--- config.mk ---
export PLATFORM = sky130hd
export DESIGN_NAME = pipe_stall_ctrl
export DESIGN_NICKNAME = d
export VERILOG_FILES = /design/src/rtl/pipe_ctrl_pkg.sv /design/src/rtl/fwd_mux.sv /design/src/rtl/pipe_stall_ctrl.sv
export SDC_FILE = /design/constraint.sdc
export NUM_CORES = 1
export LEC_CHECK = 0
export ABC_CLOCK_PERIOD_IN_PS = 1500
export CAP_MARGIN = 15
export CORE_AREA = 2 2 75 56
export DETAILED_ROUTE_END_ITERATION = 16
export DIE_AREA = 0 0 77 58
export PLACE_DENSITY = 0.76
export SLEW_MARGIN = 15
export SYNTH_ARGS = -nofsm -noshare
export SYNTH_HDL_FRONTEND = slang
export SYNTH_HIERARCHICAL = 1
export SYNTH_SLANG_ARGS = --single-unit
--- constraint.sdc ---
create_clock -name clk -period 1.5 [get_ports clk]
set_input_delay 0.375 -clock clk [delete_from_list [all_inputs] [get_ports clk]]
set_output_delay 0.375 -clock clk [all_outputs]
set_load 0.02 [all_outputs]
--- src/rtl/pipe_ctrl_pkg.sv ---
// Shared types and constants for the pipeline stall/flush controller.
package pipe_ctrl_pkg;

    typedef enum logic [1:0] {
        RUN   = 2'd0,
        STALL = 2'd1,
        FLUSH = 2'd2
    } state_t;

    localparam logic [1:0] FWD_ALU = 2'b11;
    localparam logic [1:0] FWD_MEM = 2'b10;

    localparam logic [2:0]  STALL_CNT_MAX = 3'd7;
    localparam logic [15:0] PERF_MAX      = 16'hFFFF;

endpackage

--- src/rtl/fwd_mux.sv ---
// One ID-stage operand mux: EX ALU result, MEM load data, or register-file value.
module fwd_mux
    import pipe_ctrl_pkg::*;
#(
    parameter int DATA_W = 10
) (
    input  logic [1:0]        sel,
    input  logic [DATA_W-1:0] reg_data,
    input  logic [DATA_W-1:0] alu_res,
    input  logic [DATA_W-1:0] mem_res,
    output logic [DATA_W-1:0] op
);

    always_comb begin
        op = reg_data;
        if (sel == FWD_ALU) begin
            op = alu_res;
        end else if (sel == FWD_MEM) begin
            op = mem_res;
        end
    end

endmodule

--- src/rtl/pipe_stall_ctrl.sv ---
// Pipeline stall/flush/forwarding controller with stall watchdog.
// Optional performance counters are built when PIPE_STALL_PERF_EN is defined.
module pipe_stall_ctrl
    import pipe_ctrl_pkg::*;
#(
    parameter int DATA_W       = 10,
    parameter int FLUSH_CYCLES = 1,
    parameter int MAX_STALL    = 3
) (
    input  logic              clk,
    input  logic              rst_n,
    input  logic              hazard_i,
    input  logic              pc_hazard_i,
    input  logic              branch_taken_i,
    input  logic              jump_i,
    input  logic [1:0]        fwd_rs_sel_i,
    input  logic [1:0]        fwd_rt_sel_i,
    input  logic [DATA_W-1:0] rs_data_i,
    input  logic [DATA_W-1:0] rt_data_i,
    input  logic [DATA_W-1:0] alu_res_ex_i,
    input  logic [DATA_W-1:0] mem_res_m_i,
    output logic              pc_en_o,
    output logic              ifid_en_o,
    output logic              ifid_flush_o,
    output logic              idex_bubble_o,
    output logic [DATA_W-1:0] rs_op_o,
    output logic [DATA_W-1:0] rt_op_o,
    output logic [2:0]        stall_cnt_o,
    output logic              stall_err_o,
    output logic [15:0]       perf_stall_o,
    output logic [15:0]       perf_flush_o
);

    localparam logic [1:0] FCNT_INIT = 2'(FLUSH_CYCLES - 1);

    state_t     state_reg, state_next;
    logic [2:0] cnt_reg, cnt_next;
    logic [1:0] fcnt_reg, fcnt_next;
    logic       err_reg, err_next;

    logic stl, redirect, stl_active;
    logic pc_en, ifid_en, ifid_flush, idex_bubble;

    assign stl        = hazard_i | pc_hazard_i;
    assign redirect   = branch_taken_i | jump_i;
    assign stl_active = stl & (state_reg != FLUSH);

    always_ff @(posedge clk or negedge rst_n) begin
        if (!rst_n) begin
            state_reg <= RUN;
            cnt_reg   <= '0;
            fcnt_reg  <= '0;
            err_reg   <= 1'b0;
        end else begin
            state_reg <= state_next;
            cnt_reg   <= cnt_next;
            fcnt_reg  <= fcnt_next;
            err_reg   <= err_next;
        end
    end

    always_comb begin
        state_next  = state_reg;
        cnt_next    = cnt_reg;
        fcnt_next   = fcnt_reg;
        err_next    = err_reg;
        pc_en       = 1'b1;
        ifid_en     = 1'b1;
        ifid_flush  = 1'b0;
        idex_bubble = 1'b0;

        case (state_reg)
            FLUSH: begin
                // ID holds a NOP, so every request is ignored until the flush drains
                ifid_flush = 1'b1;
                cnt_next   = '0;
                if (fcnt_reg == 2'd0) begin
                    state_next = RUN;
                end else begin
                    fcnt_next = fcnt_reg - 2'd1;
                end
            end
            default: begin
                pc_en       = !stl;
                ifid_en     = !hazard_i;
                idex_bubble = hazard_i;
                ifid_flush  = !stl & redirect;
                if (stl) begin
                    // stall wins: the branch operand is not ready yet
                    state_next = STALL;
                    cnt_next   = (cnt_reg == STALL_CNT_MAX) ? STALL_CNT_MAX : cnt_reg + 3'd1;
                    if (32'(cnt_reg) >= MAX_STALL) begin
                        err_next = 1'b1;
                    end
                end else if (redirect) begin
                    state_next = FLUSH;
                    fcnt_next  = FCNT_INIT;
                    cnt_next   = '0;
                end else begin
                    state_next = RUN;
                    cnt_next   = '0;
                end
            end
        endcase

        if (!rst_n) begin
            pc_en       = 1'b0;
            ifid_en     = 1'b0;
            ifid_flush  = 1'b1;
            idex_bubble = 1'b1;
        end
    end

    assign pc_en_o       = pc_en;
    assign ifid_en_o     = ifid_en;
    assign ifid_flush_o  = ifid_flush;
    assign idex_bubble_o = idex_bubble;
    assign stall_cnt_o   = cnt_reg;
    assign stall_err_o   = err_reg;

    fwd_mux #(.DATA_W(DATA_W)) u_fwd_rs (
        .sel      (fwd_rs_sel_i),
        .reg_data (rs_data_i),
        .alu_res  (alu_res_ex_i),
        .mem_res  (mem_res_m_i),
        .op       (rs_op_o)
    );

    fwd_mux #(.DATA_W(DATA_W)) u_fwd_rt (
        .sel      (fwd_rt_sel_i),
        .reg_data (rt_data_i),
        .alu_res  (alu_res_ex_i),
        .mem_res  (mem_res_m_i),
        .op       (rt_op_o)
    );

`ifdef PIPE_STALL_PERF_EN
    logic [15:0] perf_stall_reg, perf_flush_reg;

    always_ff @(posedge clk or negedge rst_n) begin
        if (!rst_n) begin
            perf_stall_reg <= '0;
            perf_flush_reg <= '0;
        end else begin
            if (stl_active && perf_stall_reg != PERF_MAX) begin
                perf_stall_reg <= perf_stall_reg + 16'd1;
            end
            if (ifid_flush && perf_flush_reg != PERF_MAX) begin
                perf_flush_reg <= perf_flush_reg + 16'd1;
            end
        end
    end

    assign perf_stall_o = perf_stall_reg;
    assign perf_flush_o = perf_flush_reg;
`else
    logic perf_unused;
    assign perf_unused  = stl_active;
    assign perf_stall_o = '0;
    assign perf_flush_o = '0;
`endif

endmodule

Yosys cells after proc, flatten, opt, wreduce, memory -nomap -nowiden. Index checks and enable logic that the tools add are counted.

Add/sub/neg operators: 2. $lt $le $gt $ge: 1. Equal/unequal tests: 9. Muxes and demuxes: 23. Bitwise logic cells: 4. Reduce and logical (&&, ||, !) cells: 6.

Operators with widths (count): $mux W10 (4); $mux W2 (8); $eq A2 B2 Y1 const B (5); $mux W3 (3); $mux W1 (8); $reduce_and A3 Y1 (2); $ne A2 B2 Y1 const B (2); $add A3 B1 Y3 const B (1); $eq A3 B3 Y1 const B (1); $ge A3 B2 Y1 const B (1); $logic_not A1 Y1 (2); $logic_not A2 Y1 (1); $ne A2 B1 Y1 const B (1); $or A1 B1 Y1 (2); $reduce_bool A2 Y1 (1); $sub A2 B1 Y2 const B (1); $and A1 B1 Y1 (1); $not A1 Y1 (1).

Register bits: 8. Input port bits: 50. Output and inout bits: 60.

Depth between registers and ports, before layout. Gate-level depths: netlist (run 1).

Depth in word-level cells: 5. Depth in mapped cells: 4. Depth with buffers taken out: 4.

Modules after synthesis. Netlist (run 1), hierarchy kept.

By module, submodules not included: pipe_stall_ctrl (instances 1, cells each 71, area an instance 633.1 µm², seq. area each 200.2 µm²); fwd_mux (instances 2, cells each 33, area an instance 207.7 µm², seq. area each 0.0 µm²).

Worst setup path after synthesis (run 1). OpenSTA, ideal clock, no wires.

Path kind: input to output. Start: input fwd_rs_sel_i[0]. End: output rs_op_o[0]. Data arrival time: 991 ps. Required time: 1125 ps. Setup slack: 134 ps. Cell stages on the path: 3. Path buffers: 1. Cell sequence: buf_6 mux2i_1 a21oi_1.

Longest elaborated chain between the ends: 3. Elaborated cells on any way between the ends: 4. Classes of those cells: eq/ne (2); mux (2).

Ends and longest elaborated chain: start: declaration (line pipe_stall_ctrl.sv:16) `input logic [1:0] fwd_rs_sel_i,`; $eq A2 B2 Y1 (line fwd_mux.sv:18) `end else if (sel == FWD_MEM) begin`; $mux W10 (line fwd_mux.sv:18); $mux W10 (*) (line fwd_mux.sv:16) `if (sel == FWD_ALU) begin`; end: declaration (line pipe_stall_ctrl.sv:26) `output logic [DATA_W-1:0] rs_op_o,`.

Every way passes the cells marked *; elsewhere a longest branch is shown, timed or not.

Final worst setup path (run 1).
Start: register state_reg[1]. End: output ifid_flush_o.

Longest elaborated chain between the ends: 3.

Ends and longest elaborated chain: start: declaration (line pipe_stall_ctrl.sv:36) `state_t state_reg, state_next;`; start signal: assignment (line pipe_stall_ctrl.sv:55) `state_reg <= state_next;`; $eq A2 B2 Y1 (line pipe_stall_ctrl.sv:72) `case (state_reg)`; $mux W1 (line pipe_stall_ctrl.sv:72); $mux W1 (line pipe_stall_ctrl.sv:106) `if (!rst_n) begin`; end: declaration (line pipe_stall_ctrl.sv:24) `output logic ifid_flush_o,`.

No other way between the ends.

==> results_dict.tcl, run 1 <==
set metrics [dict create \
    synthXorXnorAreaFrac 0.00835 \
    worst_skew_pair.late_latency_ns 0.23 \
    drive_above_1_share 0.274 \
    htree_num_levels 1 \
    nNetsFinal 277 \
    start_util 0.279 \
    gr-total-overflow 0 \
    rsz0062_at_grt "true" \
    synth-edff-count 0 \
    synth_top_family_by_area "buffers and inverters" \
    core_um2 3760 \
    p_sw_frac 0.402 \
    syn_area_per_cell_um2 7.65 \
    drc 0 \
    status "completed" \
    synthTopCellsByCount "buf_4, nor2_1, a21oi_1" \
    yosysMostFrequentCell "buf_4" \
    crit_required_ns 1.12 \
    finClkSkew_ns 0.00320 \
    p_int_mw 0.762 \
    drt_pass1_iterations 4 \
    row_count 19 \
    ir_worst_vdd_v 0.000614 \
    synthAdderAreaFrac 0.0239 \
    crit_type "flip-flop to output pin" \
    grt_pass1_vias 1102 \
    whs_ns 0.297 \
    finalCritPeriodShare 0.991 \
    fp.dieW_um 77 \
    clock_sink_count 8 \
    cts_tree "done" \
    die_h_um 58 \
    synthFlopType "dfrtp_1" \
    hold_path_class "primary input to async pin" \
    setup_viol 0 \
    synth-compound-area-share 0.158 \
    clkPwrFrac 0.205 \
    synthMuxAreaShare 0.191 \
    path_clk_slew_ns 0.04 \
    synthDistinctLibCells 24 \
    synth_cells 137 \
    synth.cell_area_um2 1050 \
    synth_top_cell_by_area "buf_4" \
    clockRootBuffer "clkbuf_8" \
    grt_usage 0.159 \
    synthSimpleGateAreaFrac 0.147 \
    largest_reg_flops 3 \
    wirelength_um 3780 \
    place_congestion 0.744 \
    viasPerCell 4.36 \
    pwr-share-seq 0.221 \
    crit_path_end_kind "output pin" \
    drt-wirelength-per-cell_um 13.7 \
    yosysTopAreaCellShare 0.229 \
    hpwl_um 2510 \
    io_buffers 77 \
    crit_arrival_ns 1.11 \
    ys_top_cells_by_area "buf_4, dfrtp_1, mux2i_1" \
    grt_antenna_before_repair 0 \
    antennaDiodeCount 0 \
    clk_path_buf_depth 2 \
    die_area_um2 4470 \
    yosys_warnings 6 \
    async_flop_share 1.00 \
    grt_pass1_wl_um 5640 \
    grt_start_max_net_pins 11 \
    pwr-share-comb 0.574 \
    antenna_left 0 \
    cts_buffers 3 \
    tns_ns 0 \
    ios 110 \
    period_minus_slack_ns 1.49 \
    fmax_mhz 673 \
    drt_iter0_drc 57 \
    synthToLayoutAreaGrowth_pct 83.9 \
    p_per_area_nw_per_um2 661 \
    yosysSeqAreaShare 0.191 \
    final-hold-violation-count 0 \
    hold_buffers 0 \
    maxCapViolations 0 \
    crit_fanout 5 \
    cp-start-kind "flip-flop" \
    synth_seq_cells 8 \
    p_leak_nw 1.02 \
    switchingPower_mw 0.513 \
    vias 1199 \
    drv_slew 0 \
]
==> layer usage <==
layer | track usage | wire (µm)
met1 | 0.220 | 1700
met2 | 0.259 | 1750
met3 | 0.0218 | 290
met4 | 0.0536 | 36
met5 | 0 | 0
==> cells by family (layout without fill, tap and decap cells) <==
kind of cell,after synthesis,after routing
buffers and inverters,41,96
and+or+nand+nor,35,35
AOI/OAI and AO/OA,29,29
muxes,20,20
DFF,8,8
adders and majority gates,2,2
other,1,32
xor gates and xnor gates,1,1
==> power by group through the flow <==
stage	clock network (mW)	logic (mW)	registers [mW]
after floorplan	0	0.380	0.325
after global placement	0	0.730	0.286
after detailed placement	0	0.737	0.284
after CTS	0.264	0.702	0.281
after global routing	0.274	0.777	0.286
final	0.261	0.732	0.282
==> placed cells by master, fill, tap and decap left out, types with 4 or more instances in the layout <==
cell,synthesis,layout
mux2i_1,20,16
a21oi_2,0,6
dfrtp_1,8,8
buf_4,32,24
nand2_1,4,4
buf_6,2,6
dlygate4sd2_1,0,41
conb_1,1,32
dlymetal6s2s_1,0,4
a21oi_1,23,17
buf_2,2,4
nor2_1,24,22
==> metrics by stage <==
stage,area (µm²),utilization,std cells,power [mW],setup WS [ns]
global route,1930,0.513,275,1.34,-0.0333
detailed placement,1830,0.486,268,1.02,-0.793
floorplan,1160,-,168,0.705,0.134
finish,1930,0.513,275,1.27,0.0133
CTS,1870,0.497,275,1.25,-0.0104
global placement,1830,0.486,268,1.02,-0.789
==> final timing paths <==
check / cells after the start / slack, ns / from / end
worst max-delay path: 4 / 0.01 / state_reg[1]$_DFFE_PN0P_ / ifid_flush_o
worst min-delay path: 2 / 0.30 / rst_n / fcnt_reg[0]$_DFFE_PN0P_
min in group clk: 1 / 0.47 / stall_err_o$_DFFE_PN0P_ / stall_err_o$_DFFE_PN0P_
worst min register to register: 1 / 0.47 / stall_err_o$_DFFE_PN0P_ / stall_err_o$_DFFE_PN0P_
max in group asynchronous: 2 / 1.07 / rst_n / stall_cnt_o[1]$_DFF_PN0_
worst max register to register: 4 / 0.28 / fcnt_reg[0]$_DFFE_PN0P_ / fcnt_reg[1]$_DFFE_PN0P_
==> worst max-delay path: stages, from the launching register on <==
cell	delay, ns
dfrtp_1	0.39
nand2b_4	0.10
o31a_1	0.17
nand2_1	0.08
buf_6	0.14
==> cell type report <==
type	count	area, µm²
timing repair buffer	90	881
tap	52	65.1
sequential	8	200
inverter	3	11.3
fill	392	1830
clock buffer	3	41.3
multi-input combinational	119	729
==> what timing repair did <==
item / in CTS / in global routing
cloned: 3 / 0
setup buffers: 1 / 0
endpoints found under the setup margin: 28 / 16
pin swaps: 17 / 4
resized for setup: 194 / 23
Power figures use the tool's default switching activity.
==> inputs of run 2 (changes only) <==
--- a/config.mk
+++ b/config.mk
@@ -6,7 +6,7 @@
 export NUM_CORES = 1
 export LEC_CHECK = 0
 export ABC_CLOCK_PERIOD_IN_PS = 1500
-export CAP_MARGIN = 15
+export CAP_MARGIN = 20
 export CORE_AREA = 2 2 75 56
 export DETAILED_ROUTE_END_ITERATION = 16
 export DIE_AREA = 0 0 77 58
==> results of run 2 <==
The final DEF is identical to that of run 1; final timing and power are the same.
==> inputs of run 3 (changes only) <==
--- a/config.mk
+++ b/config.mk
@@ -7,10 +7,11 @@
 export LEC_CHECK = 0
 export ABC_CLOCK_PERIOD_IN_PS = 1500
 export CAP_MARGIN = 20
-export CORE_AREA = 2 2 75 56
+export CORE_AREA = 2 2 61 46
 export DETAILED_ROUTE_END_ITERATION = 16
-export DIE_AREA = 0 0 77 58
-export PLACE_DENSITY = 0.76
+export DIE_AREA = 0 0 63 48
+export DONT_BUFFER_PORTS = 1
+export PLACE_DENSITY = 0.54
 export SLEW_MARGIN = 15
 export SYNTH_ARGS = -nofsm -noshare
 export SYNTH_HDL_FRONTEND = slang
==> run 3 against run 2 <==
Worst hold slack improved by 0.039 ns. Highest routed layer unchanged. Combinational power decreased by 45%. Sequential power grew 17%. Largest cell class is now multi-input gates. Sequential share of layout area up 7.0 points. Fmax is 1.6% higher. Non-clock buffer count decreased by 65.
==> results_dict.tcl, run 3 (same netlist as run 1, synthesis figures left out) <==
set metrics [dict create \
    drt_iter0_drc 28 \
    fmax_mhz 684 \
    dpl_worst_slack_ns 0.204 \
    drive_above_1_share 0.203 \
    grt_pass1_wl_um 3480 \
    drt-wirelength-per-cell_um 11.9 \
    clk_path_buf_depth 2 \
    num-fill-cells 265 \
    wirelength_um 2280 \
    regToRegSetupSlack_ns 0.31 \
    worst_skew_pair.late_latency_ns 0.26 \
    vias 910 \
    clockRootBuffer "clkbuf_4" \
    clock_sink_count 8 \
    tns_ns 0 \
    hold_path_class "primary input to flip-flop" \
    drt_pass1_iterations 4 \
    layout_commonest_cell "conb_1" \
    hpwl_um 1870 \
    slowest_delay_ns 0.35 \
    drv_slew 0 \
    crit_arrival_ns 1.09 \
    whs_endpoint "fcnt_reg[1]$_DFFE_PN0P_" \
    crit_type "flip-flop to output pin" \
    worstHoldStart "hazard_i" \
    grt_start_max_net_pins 21 \
    path_clk_slew_ns 0.05 \
    crit_required_ns 1.12 \
    gr-total-overflow 0 \
    place_congestion 0.698 \
    layout_setup_ws_ns 0.0371 \
    seqCellArea_um2 200 \
    p_leak_nw 0.605 \
    core_um2 2380 \
    grt_antenna_before_repair 0 \
    die_h_um 48 \
    htree_num_levels 1 \
    r2r_end "fcnt_reg[1]$_DFFE_PN0P_" \
    cp-start-kind "flip-flop" \
    design_area_um2 1150 \
    ir_worst_vdd_v 0.000275 \
    dpl_cell_area_um2 1080 \
    rr_worst_depth 4 \
    final_cell_mix "conb_1, nor2_1, buf_4, a21oi_1, mux2i_1" \
    setup_viol 0 \
    cts_buffers 3 \
    crit_slowest_cell "dfrtp_1" \
    fp.dieW_um 63 \
    drc 0 \
    finalCritPeriodShare 0.975 \
    multi_input_area_um2 688 \
    power_mw 0.896 \
    p_per_area_nw_per_um2 776 \
    grt_pass1_vias 829 \
    antenna_left 0 \
    die_area_um2 3020 \
    holdPathStages 2 \
    ios 110 \
    antennaDiodeCount 0 \
    crit_path_end_kind "output pin" \
    io_buffers 0 \
    cts_tree "done" \
    rsz0062_at_grt "true" \
    worstReg2RegStart "fcnt_reg[0]$_DFFE_PN0P_" \
    maxCapViolations 0 \
    period_minus_slack_ns 1.46 \
    nNetsFinal 212 \
    synthToLayoutAreaGrowth_pct 10.1 \
    largest_reg_flops 3 \
    crit_fanout 5 \
    final-hold-violation-count 0 \
    row_count 15 \
    status "completed" \
    start_util 0.440 \
    viasPerCell 4.74 \
    crit_chain "nand2b_4, o31a_1, nand2_2" \
    finClkSkew_ns 0.00736 \
    grt_usage 0.153 \
]
## run 3: cell count changes in the layout (fill, tap and decap cells not counted), moves of 4 or more
cell / delta
dlygate4sd2_1: -41
mux2i_1: +4
dlymetal6s2s_1: -4
a21oi_1: +6
a21oi_2: -6
buf_6: -6
buf_2: -4
## run 3: worst max-delay path: cells and delay by family, from the launching register on
family           cells  cell delay [ns]
flip-flops           1             0.35
AO/OA/AOI/OAI        1             0.20
AND/OR/NAND/NOR      2             0.28
## run 3: report_power, final
part           switching, mW  internal (mW)
combinational          0.242          0.162
sequential            0.0786          0.252
clock                 0.0706         0.0914
total                  0.391          0.505
## run 3: per-stage QoR
step,cells,util,hold slack [ns]
6_report,192,0.485,0.336
5_1_grt,192,0.485,0.354
4_1_cts,188,0.471,0.259
3_5_place_dp,184,0.452,0.0796
3_3_place_gp,184,0.452,0.0796
2_1_floorplan,168,-,0.0794
## run 3: worst max path at each step
stage / from / end / slack [ns] / cells after the start
finish: state_reg[0]$_DFFE_PN0P_ / ifid_flush_o / 0.04 / 3
CTS: state_reg[0]$_DFFE_PN0P_ / pc_en_o / -0.002 / 3
global placement: state_reg[0]$_DFFE_PN0P_ / pc_en_o / 0.23 / 3
floorplan: fwd_rs_sel_i[0] / rs_op_o[0] / 0.13 / 3
detailed placement: state_reg[0]$_DFFE_PN0P_ / pc_en_o / 0.20 / 3
global route: state_reg[0]$_DFFE_PN0P_ / ifid_flush_o / -0.03 / 3
## run 3: routing by layer
| metal | vias up | track usage | share of wire |
|---|---|---|---|
| met5 | - | 0 | 0 |
| met2 | 61 | 0.287 | 0.48 |
| li1 | 443 | - | - |
| met1 | 400 | 0.153 | 0.38 |
| met4 | 0 | 0.0711 | 0.016 |
| met3 | 6 | 0.0706 | 0.12 |
## run 3: timing repair
item / 4_1_cts / 5_1_grt
setup buffers: 0 / 4
hold buffers: 1 / 0
endpoints found under the hold margin: 8 / 0
endpoints found under the setup margin: 3 / 3
pin swaps: 1 / 3
gates resized for setup: 5 / 1
## run 3: cell type report
class                   instances  share of cell area
clock buffers                   3              0.0195
inverters                       3             0.00975
multi-input cells             119               0.596
flip-flops and latches          8               0.173
well taps                      34              0.0368
repair buffers                 25               0.165
